File: config.mk
export PLATFORM = sky130hd
export DESIGN_NAME = indexed_array_writer
export DESIGN_NICKNAME = d
export VERILOG_FILES = /design/src/rtl/indexed_array_writer_pkg.sv /design/src/rtl/indexed_array_clear_seq.sv /design/src/rtl/indexed_array_writer.sv
export SDC_FILE = /design/constraint.sdc
export NUM_CORES = 1
export LEC_CHECK = 0
export ABC_CLOCK_PERIOD_IN_PS = 1500
export CORE_ASPECT_RATIO = 2
export CORE_MARGIN = 2
export CORE_UTILIZATION = 30
export CTS_CLUSTER_SIZE = 10
export DETAILED_ROUTE_END_ITERATION = 6
export RECOVER_POWER = 100
export SYNTH_ARGS = -nofsm -noshare
export SYNTH_HDL_FRONTEND = slang
export SYNTH_SLANG_ARGS = --single-unit
File: constraint.sdc
create_clock -name clock_reset -period 1.5 [get_ports clock_reset]
set_input_delay 0.225 -clock clock_reset [delete_from_list [all_inputs] [get_ports clock_reset]]
set_output_delay 0.225 -clock clock_reset [all_outputs]
set_load 0.02 [all_outputs]
File: src/rtl/indexed_array_writer_pkg.sv
// Shared types, field offsets and defaults for the indexed array writer/reader pair.
package indexed_array_writer_pkg;

  typedef enum logic {IDLE = 1'b0, CLEAR = 1'b1} clr_state_e;

  function automatic int clog2(input int v);
    int r;
    r = 0;
    while ((1 << r) < v) r++;
    return r;
  endfunction

  localparam int DEF_N  = 4;
  localparam int DEF_W  = 4;
  localparam int DEF_NB = clog2(DEF_N);
  localparam logic [DEF_N*DEF_W-1:0] DEF_INIT = {4'd4, 4'd3, 4'd2, 4'd1};

  // Input bundle field offsets (nb = index width, w = entry width)
  localparam int I_WR_VALID = 0;
  localparam int I_WR_NDX   = 1;
  function automatic int i_wr_data(input int nb);         return nb + 1;       endfunction
  function automatic int i_clr(input int nb, input int w); return nb + w + 1;  endfunction
  function automatic int i_rd_ndx(input int nb, input int w); return nb + w + 2; endfunction

  // Output bundle field offsets; everything below o_wr_ready is the reader's input
  localparam int O_RD_NDX = 0;
  function automatic int o_arr(input int nb);                         return nb;         endfunction
  function automatic int o_wr_ready(input int n, input int w, input int nb); return nb + n*w; endfunction

  // Reader-facing bundle at default sizing
  typedef struct packed {
    logic [DEF_N-1:0][DEF_W-1:0] arr;
    logic [DEF_NB-1:0]           ndx;
  } rd_bundle_t;

endpackage

File: src/rtl/indexed_array_clear_seq.sv
// Clear sequencer: walks clear_ptr over every entry after clr, holds wr_ready low meanwhile.
module indexed_array_clear_seq
  import indexed_array_writer_pkg::*;
#(
  parameter int N  = DEF_N,
  parameter int NB = clog2(N)
) (
  input  logic          clk,
  input  logic          rst,
  input  logic          clr,
  output logic          clear_en,
  output logic [NB-1:0] clear_ptr,
  output logic          wr_ready
);

  clr_state_e    state_q, state_d;
  logic [NB-1:0] ptr_q, ptr_d;
  logic          ready_q;

  always_comb begin
    state_d = state_q;
    ptr_d   = ptr_q;
    case (state_q)
      IDLE: if (clr) begin
        state_d = CLEAR;
        ptr_d   = '0;
      end
      CLEAR: begin
        ptr_d = ptr_q + NB'(1);
        if (ptr_q == NB'(N-1)) state_d = IDLE;
      end
      default: state_d = IDLE;
    endcase
  end

  always_ff @(posedge clk) begin
    if (rst) begin
      state_q <= IDLE;
      ptr_q   <= '0;
      ready_q <= 1'b1;
    end else begin
      state_q <= state_d;
      ptr_q   <= ptr_d;
      ready_q <= (state_d == IDLE);
    end
  end

  assign clear_en  = (state_q == CLEAR);
  assign clear_ptr = ptr_q;
  assign wr_ready  = ready_q;

endmodule

File: src/rtl/indexed_array_writer.sv
// N-entry register array with valid/ready indexed write, sequenced clear and registered read index.
module indexed_array_writer
  import indexed_array_writer_pkg::*;
#(
  parameter int               N    = DEF_N,
  parameter int               W    = DEF_W,
  parameter int               NB   = clog2(N),
  parameter logic [N*W-1:0]   INIT = DEF_INIT
) (
  input  logic [1:0]          clock_reset,
  input  logic [2*NB+W+1:0]   i,
  output logic [NB+N*W:0]     o
);

  logic clk, rst;
  assign clk = clock_reset[0];
  assign rst = clock_reset[1];

  logic          wr_valid, clr;
  logic [NB-1:0] wr_ndx, rd_ndx;
  logic [W-1:0]  wr_data;

  assign wr_valid = i[I_WR_VALID];
  assign wr_ndx   = i[I_WR_NDX +: NB];
  assign wr_data  = i[i_wr_data(NB) +: W];
  assign clr      = i[i_clr(NB, W)];
  assign rd_ndx   = i[i_rd_ndx(NB, W) +: NB];

  logic          clear_en, wr_ready;
  logic [NB-1:0] clear_ptr;

  indexed_array_clear_seq #(.N(N), .NB(NB)) u_clr (
    .clk      (clk),
    .rst      (rst),
    .clr      (clr),
    .clear_en (clear_en),
    .clear_ptr(clear_ptr),
    .wr_ready (wr_ready)
  );

  // Writes only land while ready is high, so they never collide with a clear
  logic                  accept;
  logic [N-1:0][W-1:0]   arr_q;
  logic [NB-1:0]         rd_ndx_q;

  assign accept = wr_valid & wr_ready;

  for (genvar k = 0; k < N; k++) begin : g_ent
    always_ff @(posedge clk) begin
      if (rst)                                      arr_q[k] <= INIT[k*W +: W];
      else if (clear_en && clear_ptr == NB'(k))     arr_q[k] <= '0;
      else if (accept && wr_ndx == NB'(k))          arr_q[k] <= wr_data;
    end
  end

  always_ff @(posedge clk) begin
    if (rst) rd_ndx_q <= '0;
    else     rd_ndx_q <= rd_ndx;
  end

  assign o = {wr_ready, arr_q, rd_ndx_q};

endmodule

-- Yosys cells after proc, flatten, opt, wreduce, memory -nomap -nowiden
Index checks and enable logic that the tools add are counted.
- input bits: 12
- logic and storage cells: 54
- output and inout bits: 19
- register bits after elaboration: 22
- equality and inequality tests: 7
- add/sub/neg operators: 1
- reduce and logical (&&, ||, !) cells: 18
- bitwise operators: 3
- mux-type cells: 13
- operator list (kind ; number):
    $mux 2 ; 5
    $eq 2x2->1 const B ; 4
    $logic_and 1x1->1 ; 8
    $reduce_bool 2->1 ; 4
    $reduce_or 2->1 ; 4
    $mux 3 ; 2
    $eq 2x1->1 const B ; 2
    $logic_not 2->1 ; 2
    $mux 1 ; 4
    $pmux 2 s2 ; 1
    $add 2x1->2 const B ; 1
    $ne 2x2->1 const B ; 1
    $not 1->1 ; 2
    $pmux 1 s2 ; 1
    $and 1x1->1 ; 1

-- Logic depth before layout (Yosys ltp)
Gate-level depths: netlist of the first run.
- depth after elaboration: 4
- depth in mapped cells: 5
- gate-level depth less buffers: 5

-- By module
Synthesis of the first run repeated with hierarchy kept, for this count alone.
- cells, all modules: 86
- area, all modules: 904.6 um2
- modules (own cells, without submodules) (module ; cells an instance ; seq. area each (um2) ; area an instance (um2) ; instances):
    indexed_array_writer ; 71 ; 360.3 ; 739.5 ; 1
    indexed_array_clear_seq ; 15 ; 80.1 ; 165.2 ; 1

-- Worst setup path after synthesis of the first run
No wires, ideal clock.
- kind: reg-to-reg
- start: reg u_clr.ready_q (netlist: u_clr.wr_ready)
- end: reg arr_q (netlist bit o[2])
- library setup time: 114 ps
- setup slack: 267 ps
- arrival time: 1119 ps
- stages on the path, launching flop included: 5
- required time: 1386 ps
- clock period less this slack: 1233 ps
- buffers on the path: 1
- path through: dfxtp_1 and4bb_1 buf_6 mux2_4 a21o_1
- longest elaborated chain between the ends: 3
- ends and longest elaborated chain (element ; RTL line ; text):
    start: declaration ; indexed_array_clear_seq.sv:18 ; logic ready_q;
    start signal: assignment ; indexed_array_clear_seq.sv:44 ; ready_q <= (state_d == IDLE);
    $and 1x1->1 ; indexed_array_writer.sv:46 ; assign accept = wr_valid & wr_ready;
    $logic_and 1x1->1 ; indexed_array_writer.sv:52 ; else if (accept && wr_ndx == NB'(k)) arr_q[k] <= wr_data;
    $reduce_bool 2->1 (no line) ; - ;
    end signal: indexed assignment ; indexed_array_writer.sv:50 ; if (rst) arr_q[k] <= INIT[k*W +: W];
    end signal: indexed assignment ; indexed_array_writer.sv:52 ;
    end: declaration ; indexed_array_writer.sv:43 ; logic [N-1:0][W-1:0] arr_q;
Every way passes these cells.
A chain may end at the register's enable or synchronous reset.

-- Final worst setup path of the first run
- start: reg arr_q (netlist bit o[10])
- end: out o[10]
- RTL lines (element ; RTL line ; text):
    end: declaration ; indexed_array_writer.sv:12 ; output logic [NB+N*W:0] o
No word-level cell between the ends.

==> summary.txt, run 1 <==
Floorplan
  • Initial Util: 0.3108
  • Die Wd: between 40 and 50 um
  • Core area: around 0.003 mm^2
  • Site row count: 28
  • Ports: 31
  • Die area: between 0.003 and 0.004 mm^2
  • Die height: approximately 82 um

Setup path
  • Reg2reg start: u_clr.clear_ptr[0]
  • Crit path max-delay family: buffers and inverters
  • Slowest-stage cell, CP: clkdlybuf4s50_1
  • Maximum fanout along the worst path: 2
  • Crit path DAT: between 1 and 1.5 ns
  • Setup CP Type: reg -> out
  • CP Capture Type: primary output
  • Critical Path RT: 1.27 ns
  • CP Cell Sequence: clkdlybuf4s50_1
  • Crit path launch type: register
  • Worst setup path startpoint: o[10]
  • CP peak stage delay: 0.61 ns
  • Crit path buf inv count: 1

Detailed routing
  • Vias per cell: just under 5
  • First-pass iteration count of the detailed router: 4
  • Detail Route Antenna Nets: 0
  • WL per Instance: 15.06 um
  • DR top layer: met4
  • Initial DRC count: 34
  • DRC: 0
  • Metal2 WL: 1.426 mm
  • Via count: approximately 840
  • Met3 WL post-DR: approximately 160 um
  • Met1 WL: about 860 um
  • DRT Wirelength: 2.590 mm

Finish
  • Nets@finish: between 150 and 200
  • Most frequent cells in the layout: clkdlybuf4s50_1, dfxtp_1, clkbuf_8, mux2i_1, nor2_1
  • # diodes: 0
  • Finished Layout Cells: approximately 170
  • Area grow syn2layout: 71.41%
  • Share of layout cells above drive strength 1: 0.1831
  • Most common cell after layout, fill and taps aside: clkdlybuf4s50_1

Power
  • PwrDens: 2255 mW/mm^2
  • Pleak: roughly 0.73 nW
  • Maximum VDD drop: between 1000 and 1500 uV
  • Gate power share: 0.176
  • Sw Pwr: between 1 and 1.5 mW
  • Cell internal pwr: about 2.5 mW
  • Clock network fraction of design power: 0.583
  • Total power: roughly 3.5 mW
  • Sw Share: 0.2983
  • Seq pwr share: 0.241

Timing
  • Setup TNS: 0 ns
  • Fin. max-slew vios: 0
  • Unrepaired setup endpoints after global routing: false
  • Clk_skew: 0.005592 ns
  • Max Clk Rate: 0.6853 GHz
  • Period utilization: 0.9729
  • Worst Tran Pin Value: about 0.28 ns
  • Final hold violation count: 0
  • Worst rel slew slack: 0.8104
  • Setup violators final: 0
  • Fin crit period: 1.459 ns
  • Setup WS post-layout: roughly 0.041 ns

Yosys
  • Ys async rst share: 0
  • EDFF count, synth: 0
  • Synth Net Count: roughly 100
  • Distinct cell type count after synthesis: 22
  • Main synth FF type: dfxtp_1
  • Ranking of synthesized cells by area: dfxtp_1, mux2i_1, ha_1, nor2_1, nand2b_1
  • Area leader, netlist: dfxtp_1
  • Synth Cell Area: 914.6 um^2
  • Post-synth top area share: 0.4815
  • Flops & latches, synth: 22
  • Synth Instances: a little under 90
  • Syn_area_per_cell: around 11 um^2
  • Post-synthesis sequential area ratio: 0.4815
  • Ys Warns: 0

GRT
  • Maximum number of pins on one net before global-route repair: 12
  • Total Routing Usage GR: 0.1884
  • First-pass GRT wire length: 3.995 mm
  • Congestion Overflow GR: 0
  • Vias in the first global route: approximately 1000
  • Initial antenna violation count: 0

Place
  • Placed Cells: 148
  • Routability cong.: about 0.7
  • Port Buffer Count: 29
  • Dpl ws: -0.1019 ns
  • Placed wire-length estimate: 1.696 mm

Min path
  • Type of the tightest min-delay check: clk -> reg
  • HP Start: clock_reset[1]

Clock network
  • CTS tree: built
  • Worst-path clk slew: approximately 0.070 ns
  • Worst-Skew Late Latency: between 0.2 and 0.3 ns

Run
  • Max Cap Viol: 0

Status
  • Outcome: completed
==> cell families (layout without fill, tap and decap cells) <==
logic type / after synthesis / after routing / share of synthesized area
mux: 16 / 16 / 0.1833
compound gates: 8 / 8 / 0.06019
flops: 22 / 22 / 0.4815
simple gates: 30 / 30 / 0.1792
buf+inv: 7 / 62 / 0.04104
fa+ha+maj: 4 / 4 / 0.05472
==> registers in the layout, summed over array words and instances, names as in the netlist <==
signal           flops
u_clr.wr_ready       1
o                   16
u_clr.clear_ptr      2
u_clr.clear_en       1
rd_ndx_q             2
==> timing repair <==
action | 4_1_cts | 5_1_grt
hold buffers | 0 | 0
endpoints found under the hold margin | 0 | 0
buffers inserted | 0 | 0
setup endpoints to repair | 1 | 0
gates resized for setup | 1 | 0
==> cells in the mapped netlist, types with 2 or more instances <==
master    instances
a21o_1            4
a21oi_1           2
clkbuf_1          2
dfxtp_1          22
ha_1              4
inv_1             3
mux2_2            2
mux2i_1          13
nand2_1           3
nand2b_1          5
nand4b_1          2
nor2_1           11
nor2b_1           2
nor3_1            2
nor3b_1           2
o21bai_1          2
==> metrics by stage <==
stage / util / instance area [um^2] / hold slack (ns)
floorplan: - / 914.6 / 0.07161
global placement: 0.4286 / 1261 / 0.07161
detailed placement: 0.4286 / 1261 / 0.07161
CTS: 0.5421 / 1595 / 0.08803
global route: 0.5327 / 1568 / 0.08433
finish: 0.5327 / 1568 / 0.08382
==> per-layer routing <==
| layer | global-route usage | vias up |
|---|---|---|
| met5 | 0 | - |
| met4 | 0.3545 | 0 |
| met3 | 0.1714 | 18 |
| met2 | 0.2288 | 40 |
| met1 | 0.1046 | 381 |
| li1 | - | 399 |
==> final timing paths <==
kind / end / slack (ns) / cells past startpoint
worst max-delay path: o[10] / 0.04 / 1
worst min-delay path: rd_ndx_q[1] / 0.08 / 3
worst max register to register: u_clr.clear_en / 0.14 / 7
worst min register to register: o[14] / 0.50 / 2
==> layout make-up <==
| class | instances | area [um^2] |
|---|---|---|
| inverters | 2 | 7.507 |
| flip-flops and latches | 22 | 440.4 |
| well taps | 30 | 37.54 |
| fillers | 267 | 1375 |
| clock inverters | 4 | 56.30 |
| clock buffers | 21 | 270.3 |
| multi-input cells | 58 | 432.9 |
| repair buffers | 35 | 322.8 |
==> power by group through the flow <==
stage | Combinational (mW) | Sequential [mW] | Clock, mW
detailed placement | 0.639 | 0.869 | 0.207
global placement | 0.639 | 0.860 | 0.207
finish | 0.622 | 0.852 | 2.06
CTS | 0.644 | 0.854 | 2.22
floorplan | 0.214 | 0.970 | 0.270
global route | 0.662 | 0.871 | 2.22
No activity file was read; power rests on OpenSTA's default activity.
==> run 2, diff against run 1 <==
- CORE_MARGIN: 2 -> not set
- CTS_BUF_LIST: not set -> sky130_fd_sc_hd__clkbuf_2 sky130_fd_sc_hd__clkbuf_4 sky130_fd_sc_hd__clkbuf_8
==> run 2 against run 1 <==
Against the previous run: sequential cell count unchanged; clock skew down 0.0044 ns; largest power group unchanged; worst setup slack better by 0.0032 ns; total power down 4.2%; sequential power down 1%; combinational power up 0.6%; critical endpoint is now o[16]; clock power down 7%.
==> summary.txt, run 2 (synthesis gave the netlist of run 1 again) <==
Power
  • Pleak: approximately 0.73 nW
  • Clock network fraction of design power: 0.566
  • Sw Pwr: about 1.0 mW
  • Sw Share: 0.3073
  • Cell internal pwr: between 2 and 2.5 mW
  • Gate power share: 0.185
  • PwrDens: around 2200 mW/mm^2
  • Maximum VDD drop: just over 900 uV
  • Seq pwr share: 0.249

Setup path
  • CP peak stage delay: ~0.63 ns
  • Reg2reg start: u_clr.clear_ptr[0]
  • Critical Path RT: between 1 and 1.5 ns
  • Crit path DAT: roughly 1.2 ns
  • CP Capture Type: primary output
  • R2R cell count: 7
  • CP Cell Sequence: clkdlybuf4s50_1
  • Crit path max-delay family: buffers and inverters
  • Setup CP Type: reg -> out
  • Crit path buf inv count: 1
  • Slowest-stage cell, CP: clkdlybuf4s50_1
  • Flop-to-flop setup slack: approximately 0.13 ns
  • Maximum fanout along the worst path: 2
  • R2r endpoint: u_clr.clear_en
  • Crit path launch type: register

Timing
  • Worst rel slew slack: 0.7774
  • Unrepaired setup endpoints after global routing: false
  • Setup violators final: 0
  • Clk_skew: approximately 0.0011 ns
  • Hold slack: around 0.067 ns
  • Period utilization: 0.9707
  • Worst Tran Pin Value: around 0.33 ns
  • Final hold violation count: 0
  • Max Clk Rate: between 0.6 and 0.7 GHz
  • Fin. max-slew vios: 0
  • Fin crit period: roughly 1.5 ns

Detailed routing
  • DRT Wirelength: around 2.5 mm
  • Detail Route Antenna Nets: 0
  • Initial DRC count: 39
  • DRC: 0
  • Vias per cell: roughly 4.8
  • WL per Instance: approximately 14 um
  • Via count: 839
  • First-pass iteration count of the detailed router: 5

Floorplan
  • Core area: ~0.003 mm^2
  • Initial Util: 0.3108
  • Die Wd: roughly 41 um
  • Die height: about 80 um
  • Ports: 31
  • Die area: around 0.0033 mm^2
  • Site row count: 28

GRT
  • Maximum number of pins on one net before global-route repair: 13
  • First-pass GRT wire length: roughly 3.9 mm
  • Congestion Overflow GR: 0
  • Vias in the first global route: 996
  • Total Routing Usage GR: 0.2190
  • Initial antenna violation count: 0

Clock network
  • Worst-Skew Late Latency: 0.26 ns
  • # Post-CTS Setup Buffers: 0
  • CTS tree: built
  • Worst-path clk slew: about 0.080 ns

Place
  • Placed wire-length estimate: between 1.5 and 2 mm
  • Routability cong.: 0.7484
  • Port Buffer Count: 29

Finish
  • # diodes: 0
  • Most frequent cells in the layout: clkdlybuf4s50_1, dfxtp_1, mux2i_1, clkbuf_8, nor2_1
  • Share of layout cells above drive strength 1: 0.1678
  • Footprint of the multi-input gates: 436.7 um^2
  • Filler Cell Count: approximately 280
  • FF/Latch Area: about 440 um^2
  • Most common cell after layout, fill and taps aside: clkdlybuf4s50_1
  • Max reg flops: 16
  • Nets@finish: 156
  • Area grow syn2layout: 69.22%
  • Finished Core Util: 0.5259

Min path
  • Hold path cells: 3
  • Type of the tightest min-delay check: clk -> reg
  • HP Start: clock_reset[1]
  • Hold path endpoint: u_clr.clear_ptr[1]

Run
  • Max Cap Viol: 0

Status
  • Outcome: completed
==> run 2: cell types whose count changed in the layout (fill, tap and decap cells not counted), sizes merged <==
cell	before	now
dlymetal6s2s	2	3
clkdlybuf4s15	0	1
clkdlybuf4s50	25	24
clkbuf	22	21
buf	3	4
==> run 2: stage by stage <==
step | std cells | area [um^2] | TNS [ns] | power [mW] | worst slack, ns
after floorplan | 87 | 914.6 | 0 | 1.454 | 0.2668
after global placement | 148 | 1261 | -0.08106 | 1.700 | -0.07411
after detailed placement | 148 | 1261 | -0.2276 | 1.709 | -0.1244
after CTS | 173 | 1609 | 0 | 3.783 | 0.03281
after global routing | 173 | 1548 | 0 | 3.612 | 0.01116
final | 173 | 1548 | 0 | 3.387 | 0.04388
==> run 2: worst max path at each step <==
| stage | to | cells past startpoint | startpoint |
|---|---|---|---|
| 2_1_floorplan | o[2] | 4 | u_clr.wr_ready |
| 3_3_place_gp | o[2] | 4 | i[2] |
| 3_5_place_dp | o[2] | 4 | i[2] |
| 4_1_cts | o[16] | 1 | o[16] |
| 5_1_grt | o[6] | 1 | o[6] |
| 6_report | o[16] | 1 | o[16] |
==> run 2: power groups by stage <==
stage / Combinational, mW / Sequential (mW) / Clock (mW)
floorplan: 0.214 / 0.970 / 0.270
global placement: 0.639 / 0.853 / 0.207
detailed placement: 0.642 / 0.860 / 0.207
CTS: 0.643 / 0.845 / 2.29
global route: 0.671 / 0.865 / 2.08
finish: 0.626 / 0.843 / 1.92
==> run 2: area by class of cell <==
class	count	share of cell area
Clock inverter	4	0.03638
Multi-Input combinational cell	58	0.2821
Sequential cell	22	0.2846
Tap cell	30	0.02425
Timing Repair Buffer	35	0.2070
Clock buffer	22	0.1609
Inverter	2	0.004850
==> run 2: what timing repair did <==
item / CTS / global route
resized for setup: 1 / 1
setup endpoints to repair: 1 / 1
hold buffers: 0 / 0
==> run 2: layer usage <==
| metal | wire length, um | GRT usage | up-vias |
|---|---|---|---|
| li1 | - | - | 400 |
| met1 | 852 | 0.1399 | 386 |
| met2 | 1381 | 0.2406 | 37 |
| met3 | 133 | 0.2265 | 16 |
| met4 | 141 | 0.3467 | 0 |
| met5 | 0 | 0 | - |
